## src/rtl/ring_osc_trim_ctrl_if.sv

```systemverilog
// ----------------------------------------------------------------------------
// ring_osc_trim_ctrl_if
// Groups the control/status signals of the ring-oscillator trim controller.
//   enable   : closed-loop tracking enable
//   ref_in   : asynchronous slow reference clock
//   div      : target oscillator cycles per reference period
//   dco      : bypass select (trim follows ext_trim)
//   ext_trim : software trim word used in bypass
//   trim     : registered trim word to the oscillator
//   code     : current thermometer code 0..26
//   locked   : frequency-in-band indication
// master = the side that drives the controls (software / bench),
// slave  = the controller itself.
// ----------------------------------------------------------------------------
interface ring_osc_trim_ctrl_if #(
    parameter int CNT_W = 8
);
    logic             enable;
    logic             ref_in;
    logic [CNT_W-1:0] div;
    logic             dco;
    logic [25:0]      ext_trim;
    logic [25:0]      trim;
    logic [4:0]       code;
    logic             locked;

    modport master (
        output enable, ref_in, div, dco, ext_trim,
        input  trim, code, locked
    );

    modport slave (
        input  enable, ref_in, div, dco, ext_trim,
        output trim, code, locked
    );
endinterface

```

## src/rtl/ring_osc_trim_ctrl.sv

```systemverilog
// ----------------------------------------------------------------------------
// ring_osc_trim_ctrl
// Closed-loop frequency controller for the 13-stage trimmable ring oscillator.
// Runs on the oscillator clock, counts clk cycles per ref_in period and steps
// a thermometer trim code until the count sits within div +/- TOL.
// Ports:
//   clk   : oscillator clock
//   reset : asynchronous, active-high reset
//   bus   : ring_osc_trim_ctrl_if.slave (enable, ref_in, div, dco, ext_trim
//           in; trim, code, locked out)
// ----------------------------------------------------------------------------
module ring_osc_trim_ctrl #(
    parameter int CNT_W     = 8,
    parameter int TOL       = 1,
    parameter int LOCK_N    = 4,
    parameter int INIT_CODE = 13
) (
    input  logic                 clk,
    input  logic                 reset,
    ring_osc_trim_ctrl_if.slave  bus
);

    localparam int               LW       = $clog2(LOCK_N + 1);
    localparam logic [CNT_W-1:0] CNT_MAX  = {CNT_W{1'b1}};
    localparam logic [CNT_W:0]   ONE_X    = (CNT_W+1)'(1);
    localparam logic [CNT_W:0]   TOL_X    = (CNT_W+1)'(TOL);
    localparam logic [LW-1:0]    LOCK_MAX = LW'(LOCK_N);
    localparam logic [4:0]       CODE_MAX = 5'd26;
    localparam logic [4:0]       CODE_RST = 5'(INIT_CODE);

    typedef enum logic {WAIT_REF, MEASURE} state_e;
    typedef enum logic [1:0] {V_NONE, V_UP, V_DN, V_IN} vote_e;

    // Step j drives trim[j/2] (even j) or trim[13+(j-1)/2] (odd j), so the
    // two halves of the trim word fill alternately as the code grows.
    function automatic logic [25:0] therm_map(input logic [4:0] c);
        logic [25:0] t;
        t = '0;
        for (int j = 0; j < 26; j++) begin
            if (j < int'(c)) begin
                if ((j % 2) == 0) t[j/2] = 1'b1;
                else              t[13 + (j-1)/2] = 1'b1;
            end
        end
        return t;
    endfunction

    function automatic logic [4:0] code_inc(input logic [4:0] c);
        return (c >= CODE_MAX) ? c : c + 5'd1;
    endfunction

    function automatic logic [4:0] code_dec(input logic [4:0] c);
        return (c == 5'd0) ? c : c - 5'd1;
    endfunction

    function automatic logic [LW-1:0] lock_inc(input logic [LW-1:0] l);
        return (l == LOCK_MAX) ? l : l + LW'(1);
    endfunction

    // ------------------------------------------------------------------
    // Reference synchroniser and rising-edge detect
    // ------------------------------------------------------------------
    logic ref_s1_q, ref_s2_q, ref_s3_q;
    logic ref_rise;

    always_ff @(posedge clk or posedge reset) begin
        if (reset) begin
            ref_s1_q <= 1'b0;
            ref_s2_q <= 1'b0;
            ref_s3_q <= 1'b0;
        end else begin
            ref_s1_q <= bus.ref_in;
            ref_s2_q <= ref_s1_q;
            ref_s3_q <= ref_s2_q;
        end
    end

    assign ref_rise = ref_s2_q & ~ref_s3_q;

    // ------------------------------------------------------------------
    // Period counter (saturating) and measurement
    // ------------------------------------------------------------------
    logic [CNT_W-1:0] cnt_q;
    logic [CNT_W:0]   meas;
    logic [CNT_W:0]   div_x;
    logic [CNT_W:0]   hi_lim;
    logic [CNT_W:0]   lo_lim;
    logic             is_up;
    logic             is_dn;

    always_ff @(posedge clk or posedge reset) begin
        if (reset) begin
            cnt_q <= '0;
        end else if (ref_rise) begin
            cnt_q <= '0;
        end else if (cnt_q != CNT_MAX) begin
            cnt_q <= cnt_q + CNT_W'(1);
        end
    end

    // A saturated counter reports the ceiling value rather than ceiling+1.
    assign meas   = (cnt_q == CNT_MAX) ? {1'b0, cnt_q} : {1'b0, cnt_q} + ONE_X;
    assign div_x  = {1'b0, bus.div};
    assign hi_lim = div_x + TOL_X;
    assign lo_lim = div_x - TOL_X;
    assign is_up  = (meas > hi_lim);
    // Lower bound is only meaningful when div >= TOL; otherwise no DOWN.
    assign is_dn  = (div_x >= TOL_X) && (meas < lo_lim);

    // ------------------------------------------------------------------
    // Control FSM, vote / code / lock update
    // ------------------------------------------------------------------
    state_e        state_q, state_d;
    vote_e         vote_q, vote_d;
    logic [4:0]    code_q, code_d;
    logic [LW-1:0] lock_q, lock_d;
    logic          locked_q, locked_d;
    logic [25:0]   trim_q, trim_d;
    logic          active;

    assign active = bus.enable & ~bus.dco;

    always_ff @(posedge clk or posedge reset) begin
        if (reset) begin
            state_q  <= WAIT_REF;
            vote_q   <= V_NONE;
            code_q   <= CODE_RST;
            lock_q   <= '0;
            locked_q <= 1'b0;
            trim_q   <= therm_map(CODE_RST);
        end else begin
            state_q  <= state_d;
            vote_q   <= vote_d;
            code_q   <= code_d;
            lock_q   <= lock_d;
            locked_q <= locked_d;
            trim_q   <= trim_d;
        end
    end

    always_comb begin
        state_d = state_q;
        vote_d  = vote_q;
        code_d  = code_q;
        lock_d  = lock_q;

        if (!active) begin
            // Disabled or bypassed: freeze code, forget history.
            state_d = WAIT_REF;
            vote_d  = V_NONE;
            lock_d  = '0;
        end else begin
            case (state_q)
                WAIT_REF: begin
                    if (ref_rise) state_d = MEASURE;
                end
                MEASURE: begin
                    if (ref_rise) begin
                        if (is_up) begin
                            lock_d = '0;
                            if (vote_q == V_UP) begin
                                code_d = code_inc(code_q);
                                vote_d = V_NONE;
                            end else begin
                                vote_d = V_UP;
                            end
                        end else if (is_dn) begin
                            lock_d = '0;
                            if (vote_q == V_DN) begin
                                code_d = code_dec(code_q);
                                vote_d = V_NONE;
                            end else begin
                                vote_d = V_DN;
                            end
                        end else begin
                            vote_d = V_IN;
                            lock_d = lock_inc(lock_q);
                        end
                    end
                end
                default: state_d = WAIT_REF;
            endcase
        end

        locked_d = active && (lock_d == LOCK_MAX);
        trim_d   = bus.dco ? bus.ext_trim : therm_map(code_d);
    end

    assign bus.trim   = trim_q;
    assign bus.code   = code_q;
    assign bus.locked = locked_q;

endmodule

```

## src/flat_wrapper.sv

```systemverilog
// flat-port wrapper written by rule: the top's interface ports become plain ports
module ring_osc_trim_ctrl_flat 
#(
    parameter int CNT_W     = 8,
    parameter int TOL       = 1,
    parameter int LOCK_N    = 4,
    parameter int INIT_CODE = 13
)
  (clk, reset, bus_enable, bus_ref_in, bus_div, bus_dco, bus_ext_trim, bus_trim, bus_code, bus_locked);
  ring_osc_trim_ctrl_if #(.CNT_W(CNT_W)) bus_i ();
  input  logic clk;
  input  logic reset;
  input wire logic [$bits(bus_i.enable)-1:0] bus_enable;
  input wire logic [$bits(bus_i.ref_in)-1:0] bus_ref_in;
  input wire logic [$bits(bus_i.div)-1:0] bus_div;
  input wire logic [$bits(bus_i.dco)-1:0] bus_dco;
  input wire logic [$bits(bus_i.ext_trim)-1:0] bus_ext_trim;
  output wire logic [$bits(bus_i.trim)-1:0] bus_trim;
  output wire logic [$bits(bus_i.code)-1:0] bus_code;
  output wire logic [$bits(bus_i.locked)-1:0] bus_locked;
  assign bus_i.enable = bus_enable;
  assign bus_i.ref_in = bus_ref_in;
  assign bus_i.div = bus_div;
  assign bus_i.dco = bus_dco;
  assign bus_i.ext_trim = bus_ext_trim;
  assign bus_trim = bus_i.trim;
  assign bus_code = bus_i.code;
  assign bus_locked = bus_i.locked;
  ring_osc_trim_ctrl #(.CNT_W(CNT_W), .TOL(TOL), .LOCK_N(LOCK_N), .INIT_CODE(INIT_CODE)) u_core (.clk(clk), .reset(reset), .bus(bus_i));
endmodule
```

## config.mk

```make
export PLATFORM = sky130hd
export DESIGN_NAME = ring_osc_trim_ctrl_flat
export DESIGN_NICKNAME = d
export VERILOG_FILES = /design/src/rtl/ring_osc_trim_ctrl_if.sv /design/src/rtl/ring_osc_trim_ctrl.sv /design/src/flat_wrapper.sv
export SDC_FILE = /design/constraint.sdc
export NUM_CORES = 1
export LEC_CHECK = 0
export CORE_UTILIZATION = 45
export CTS_BUF_LIST = sky130_fd_sc_hd__clkbuf_4 sky130_fd_sc_hd__clkbuf_8
export DETAILED_ROUTE_END_ITERATION = 8
export GPL_ROUTABILITY_DRIVEN = 0
export PLACE_DENSITY = 0.7
export SLEW_MARGIN = 20
export SYNTH_ARGS = -nofsm -noshare
export SYNTH_HDL_FRONTEND = slang
export SYNTH_SLANG_ARGS = --single-unit
```

## constraint.sdc

```tcl
create_clock -name clk -period 5.5 [get_ports clk]
set_input_delay 0.825 -clock clk [delete_from_list [all_inputs] [get_ports clk]]
set_output_delay 0.825 -clock clk [all_outputs]
set_load 0.02 [all_outputs]
```

## Word-level counts from Yosys, hierarchy flattened

Cells that the tools add are included.

| operators by class | value |
|---|---|
| $add $sub $neg | 7 |
| $lt $le $gt $ge | 30 |
| equality and inequality tests | 8 |
| muxes and demuxes | 55 |
| bitwise operators | 4 |
| reductions and logical operators | 5 |

Operators by type and width:

| cell | number |
|---|---|
| less-than comparator 5 bit, first input constant | 10 |
| two-way mux 5 bit | 9 |
| less-than comparator 4 x 5 -> 1 bit, first input constant | 8 |
| two-way mux 1 bit | 30 |
| two-way mux 26 bit | 1 |
| less-than comparator 3 x 5 -> 1 bit, first input constant | 4 |
| adder 8 x 1 -> 9 bit, second input constant | 2 |
| two-way mux 3 bit | 6 |
| two-way mux 8 bit | 2 |
| two-way mux 2 bit | 6 |
| less-than comparator 1 x 5 -> 1 bit, first input constant | 2 |
| less-than comparator 2 x 5 -> 1 bit, first input constant | 2 |
| greater-than comparator 9 bit | 1 |
| less-than comparator 9 bit | 1 |
| two-way mux 9 bit | 1 |
| subtractor 8 x 1 -> 9 bit, second input constant | 1 |
| adder 8 x 1 -> 8 bit, second input constant | 1 |
| == test 8 bit, second input constant | 1 |
| greater-or-equal comparator 8 x 1 -> 1 bit, second input constant | 1 |
| != test 8 bit, second input constant | 1 |
| == test 3 bit, second input constant | 2 |
| adder 5 x 1 -> 5 bit, second input constant | 1 |
| greater-or-equal comparator 5 bit, second input constant | 1 |
| zero test 5 bit | 1 |
| other kinds (10) | 14 |

| word-level totals | value |
|---|---|
| flip-flop bits (word level) | 49 |
| input bits | 39 |
| output and inout port bits | 32 |

## Depth between registers and ports, before layout

| depth | value |
|---|---|
| word-level depth | 12 |
| depth in mapped cells | 18 |

## Least setup slack after synthesis

No wires, ideal clock.

| timing | value |
|---|---|
| kind | input port to flip-flop |
| start | input port bus_div[2] |
| end | register u_core.trim_q[11] (netlist: u_core.bus.trim[11]) |
| library setup time | 0.104 ns |
| data arrival time | 4.200 ns |
| required time | 5.396 ns |
| path slack | 1.196 ns |
| stages on the path | 16 |
| path through | buf_2 -> nand3_1 -> nor3_1 -> nand3_1 -> xor2_1 -> ha_1 -> and4b_1 -> nand4b_1 -> a32oi_1 -> nand2_1 -> a2111o_1 -> o21ai_1 -> mux2_2 -> o221ai_1 -> nand2_1 -> a221oi_1 |

| on the way | value |
|---|---|
| cells in the longest elaborated chain, start to end | 11 |
| elaborated cells between the ends (all ways) | 14 |

RTL lines:

| item | line | source |
|---|---|---|
| start, declared | flat_wrapper.sv:15 | `input wire logic [$bits(bus_i.div)-1:0] bus_div;` |
| subtractor 8 x 1 -> 9 bit | ring_osc_trim_ctrl.sv:105 | `assign lo_lim = div_x - TOL_X;` |
| less-than comparator 9 bit | ring_osc_trim_ctrl.sv:108 | `assign is_dn = (div_x >= TOL_X) && (meas < lo_lim);` |
| logical AND 1 bit | ring_osc_trim_ctrl.sv:108 |  |
| two-way mux 5 bit | ring_osc_trim_ctrl.sv:167 | `end else if (is_dn) begin` |
| two-way mux 5 bit (*) | ring_osc_trim_ctrl.sv:159 | `if (is_up) begin` |
| two-way mux 5 bit (*) | ring_osc_trim_ctrl.sv:158 | `if (ref_rise) begin` |
| two-way mux 5 bit (*) | ring_osc_trim_ctrl.sv:153 | `case (state_q)` |
| two-way mux 5 bit (*) | ring_osc_trim_ctrl.sv:147 | `if (!active) begin` |
| less-than comparator 5 bit (*) | ring_osc_trim_ctrl.sv:40 | `if (j < int'(c)) begin` |
| two-way mux 1 bit (*) | ring_osc_trim_ctrl.sv:40 |  |
| two-way mux 26 bit (*) | ring_osc_trim_ctrl.sv:186 | `trim_d = bus.dco ? bus.ext_trim : therm_map(code_d);` |
| net u_core.trim_d[11] | ring_osc_trim_ctrl.sv:118 | `logic [25:0] trim_q, trim_d;` |
| end signal, assigned | ring_osc_trim_ctrl.sv:130 | `trim_q <= therm_map(CODE_RST);` |
| end signal, assigned | ring_osc_trim_ctrl.sv:137 | `trim_q <= trim_d;` |
| end, declared | ring_osc_trim_ctrl.sv:118 |  |

Mark *: on every way through the listed nets, which the timed path passes. The rest lies on a longest branch.
A chain may end at the register's enable or synchronous reset.

## Worst setup path in the final report

| timing | value |
|---|---|
| start | input port bus_div[2] |
| end | register u_core.trim_q[19] (netlist: u_core.bus.trim[19]) |

| on the way | value |
|---|---|
| cells in the longest elaborated chain, start to end | 11 |
| elaborated cells between the ends (all ways) | 14 |

RTL lines:

| item | line | source |
|---|---|---|
| subtractor 8 x 1 -> 9 bit | ring_osc_trim_ctrl.sv:105 |  |
| less-than comparator 9 bit | ring_osc_trim_ctrl.sv:108 |  |
| logical AND 1 bit | ring_osc_trim_ctrl.sv:108 |  |
| two-way mux 5 bit | ring_osc_trim_ctrl.sv:167 |  |
| two-way mux 5 bit (*) | ring_osc_trim_ctrl.sv:159 |  |
| two-way mux 5 bit (*) | ring_osc_trim_ctrl.sv:158 |  |
| two-way mux 5 bit (*) | ring_osc_trim_ctrl.sv:153 |  |
| two-way mux 5 bit (*) | ring_osc_trim_ctrl.sv:147 |  |
| net u_core.code_d[4] | ring_osc_trim_ctrl.sv:115 | `logic [4:0] code_q, code_d;` |
| less-than comparator 4 x 5 -> 1 bit (*) | ring_osc_trim_ctrl.sv:40 |  |
| two-way mux 1 bit (*) | ring_osc_trim_ctrl.sv:40 |  |
| two-way mux 26 bit (*) | ring_osc_trim_ctrl.sv:186 |  |
| net u_core.trim_d[19] | ring_osc_trim_ctrl.sv:118 |  |

Marks and branches as above.

==> flow_summary.yaml <==
cts:
  cts_tree: "done"
  post_cts_resized: 0
  cts_setup_buffers: 0
  cts_sinks: 49
  htreeDepth: 2
  clkTransAtPathRegs_ns: 0.10
  cts_buffers: 5
  cts_buffer_depth: 2
  root_buffer: "clkbuf_8"
  ctsHoldBuffers: 0
  clk_latency_ns: 0.31
timing:
  fin_hold_ws_ns: 0.370
  relSlewSlack: 0.433
  setup_viol: 0
  hold_violations: 0
  tightest_slew_ns: 0.849
  fin_crit_ns: 4.97
  finalCritPeriodShare: 0.904
  drv_slew: 0
  rsz0062_at_grt: "no"
  setup_ws_ns: 0.529
  fmax_mhz: 201
  final.setup.tns_ns: 0
  skew_ns: 0.00978
setup_path:
  critPathLaunchType: "primary input"
  cp.required_ns: 5.67
  end_kind: "register"
  timing.rr.start: "u_core.cnt_q[0]$_DFFE_PP0P_"
  r2r_setup_slack_ns: 0.75
  regToRegEndpoint: "u_core.bus.trim[19]$_DFF_PP0_"
  setup.worst_path.start: "bus_div[2]"
  arrival_ns: 5.15
  rr_worst_depth: 15
  crit_path_end: "u_core.bus.trim[19]$_DFF_PP0_"
  crit_type: "primary input to register"
  worstPathMaxFanout: 10
cells_and_area:
  final_common_cell: "clkdlybuf4s50_1"
  stdcell_count: 515
  n_antenna_cell: 0
  nets: 477
  final_cell_mix: "clkdlybuf4s50_1 (70), dfrtp_1 (33), nand2_1 (29)"
  layout-drive-gt1-share: 0.0955
  syn2layout_area_growth_pct: 27.7
routing:
  totalWireLength_mm: 7.42
  vias: 2834
  drc: 0
  wl_per_cell_um: 14.4
  detail-route-antenna-nets: 0
  drt-initial-drc-count: 187
  first_pass_iters: 4
  avgViaCountPerCell: 5.50
floorplan:
  dieWidth_um: 86.2
  dieHeight_um: 86.2
  core_area_um2: 6830
  ios: 71
  initial_core_util: 0.467
  rows: 30
  dieArea_um2: 7430
logic_synthesis:
  netlist_area_um2: 3190
  yosys-top-cells-area: "dfrtp_1 (26%), dfstp_2 (13%), ha_1 (7.8%), a21oi_1 (4.1%), nor2b_1 (3.9%)"
  seq_area_frac_synth: 0.390
  synth.distinct_cells: 63
  syn_inst: 354
  ys_seq_elements: 49
  syn_area_per_cell_um2: 9.02
  synth_top_area_frac: 0.259
  synth_edf_count: 0
  async_flop_share: 1.00
  yosysTopAreaCell: "dfrtp_1"
  syn-num-nets: 413
  yosysWarnings: 0
  synth-main-ff-cell: "dfrtp_1"
placement:
  post-place-ws_ns: 0.308
  dp_hpwl_mm: 5.56
  dp_cells: 507
  io_buffers: 70
worst_hold_path:
  min_from: "u_core.ref_s1_q$_DFF_PP0_"
  holdCritPathClass: "register to register"
global_route:
  globalRoute.totalOverflow: 0
  grt_pass1_vias: 2595
  track_usage: 0.208
  antenna_found_initial: 0
  grt_max_degree: 50
  grt_pass1_wl_mm: 12.2
pwr:
  vdd_drop_max_v: 0.000180
  p_leak_nw: 1.69
  powerDensity_nw_per_um2: 237
  p_total_mw: 0.964
flow_run:
  maxCapViolCount: 0
run_status:
  status: "completed"
-- worst max-delay path, stage by stage --
cell and delay, ns:
clkdlybuf4s50_1 0.66, nand3_1 0.12, nor3_1 0.30, nand3_1 0.14, xor2_1 0.17, ha_1 0.36, and4b_1 0.24, nand4b_1 0.11
a32oi_1 0.22, nand2_1 0.12, a2111o_1 0.46, o21a_1 0.22, o41ai_1 0.37, o21ai_1 0.30, nor3_4 0.44, a221oi_1 0.10
-- logic make-up after synthesis --
| logic type | synth area share |
|---|---|
| AOI/OAI and AO/OA | 0.181 |
| xor gates and xnor gates | 0.0412 |
| adders and majority gates | 0.0815 |
| buffers and inverters | 0.0627 |
| DFF | 0.390 |
| muxes | 0.0200 |
| and+or+nand+nor | 0.223 |
-- final cells by class --
| class | instances | area (um^2) |
|---|---|---|
| clock buffers | 5 | 68.8 |
| clock inverters | 3 | 46.3 |
| repair buffers | 75 | 738 |
| flip-flops and latches | 49 | 1250 |
| multi-input cells | 258 | 1750 |
| well taps | 96 | 120 |
| inverters | 29 | 110 |
| fillers | 608 | 2760 |
-- layer usage --
metal	vias up	GRT usage	wire length (um)
li1	1393	-	-
met1	1361	0.299	3500
met2	67	0.322	3520
met3	13	0.0343	275
met4	0	0.0652	118
met5	-	0	0
-- cells in the mapped netlist (2+ instances only) --
master,number
nor3_1,11
o311a_1,2
or3_1,4
buf_2,4
dfrtp_1,33
o211ai_1,3
nand4_1,4
inv_1,29
a221oi_1,9
a21o_1,2
nor4_1,3
a31oi_1,5
nor2b_1,20
a32oi_1,3
buf_6,2
dfstp_2,16
o21a_1,5
ha_1,20
o21ai_0,13
a21oi_1,26
nand2b_1,4
xnor2_1,7
mux2_2,2
xor2_1,8
and3_1,2
clkbuf_1,11
nand2_1,29
nand3_1,14
nor2_1,22
mux2i_1,3
o21ai_1,3
nor3b_1,4
-- sequential cells by signal (all words and copies together) (netlist names) --
register	count
u_core.ref_s1_q	1
u_core.bus.code	5
u_core.bus.trim	26
u_core.cnt_q	8
u_core.state_q	1
u_core.lock_q	3
u_core.ref_s3_q	1
u_core.ref_s2_q	1
u_core.bus.locked	1
u_core.vote_q	2
-- power by group --
part / switching, mW / total, mW / internal, mW / leakage, nW
sequential: 0.0217 / 0.422 / 0.400 / 0.601
clock: 0.124 / 0.260 / 0.136 / 0.0543
combinational: 0.148 / 0.282 / 0.134 / 1.04
total: 0.294 / 0.964 / 0.670 / 1.69
-- stage by stage --
stage,util,instance area [um^2]
global route,0.597,4080
CTS,0.596,4070
finish,0.597,4080
floorplan,-,3190
detailed placement,0.579,3960
global placement,0.579,3960
-- how the worst min path moves through the flow --
stage	endpoint	cells after the start
4_1_cts	u_core.ref_s2_q$_DFF_PP0_	0
3_5_place_dp	u_core.ref_s2_q$_DFF_PP0_	0
6_report	u_core.ref_s2_q$_DFF_PP0_	0
3_3_place_gp	u_core.ref_s2_q$_DFF_PP0_	0
2_1_floorplan	u_core.ref_s2_q$_DFF_PP0_	0
5_1_grt	u_core.ref_s2_q$_DFF_PP0_	0
Note: power is estimated with default switching activity, not from simulation.
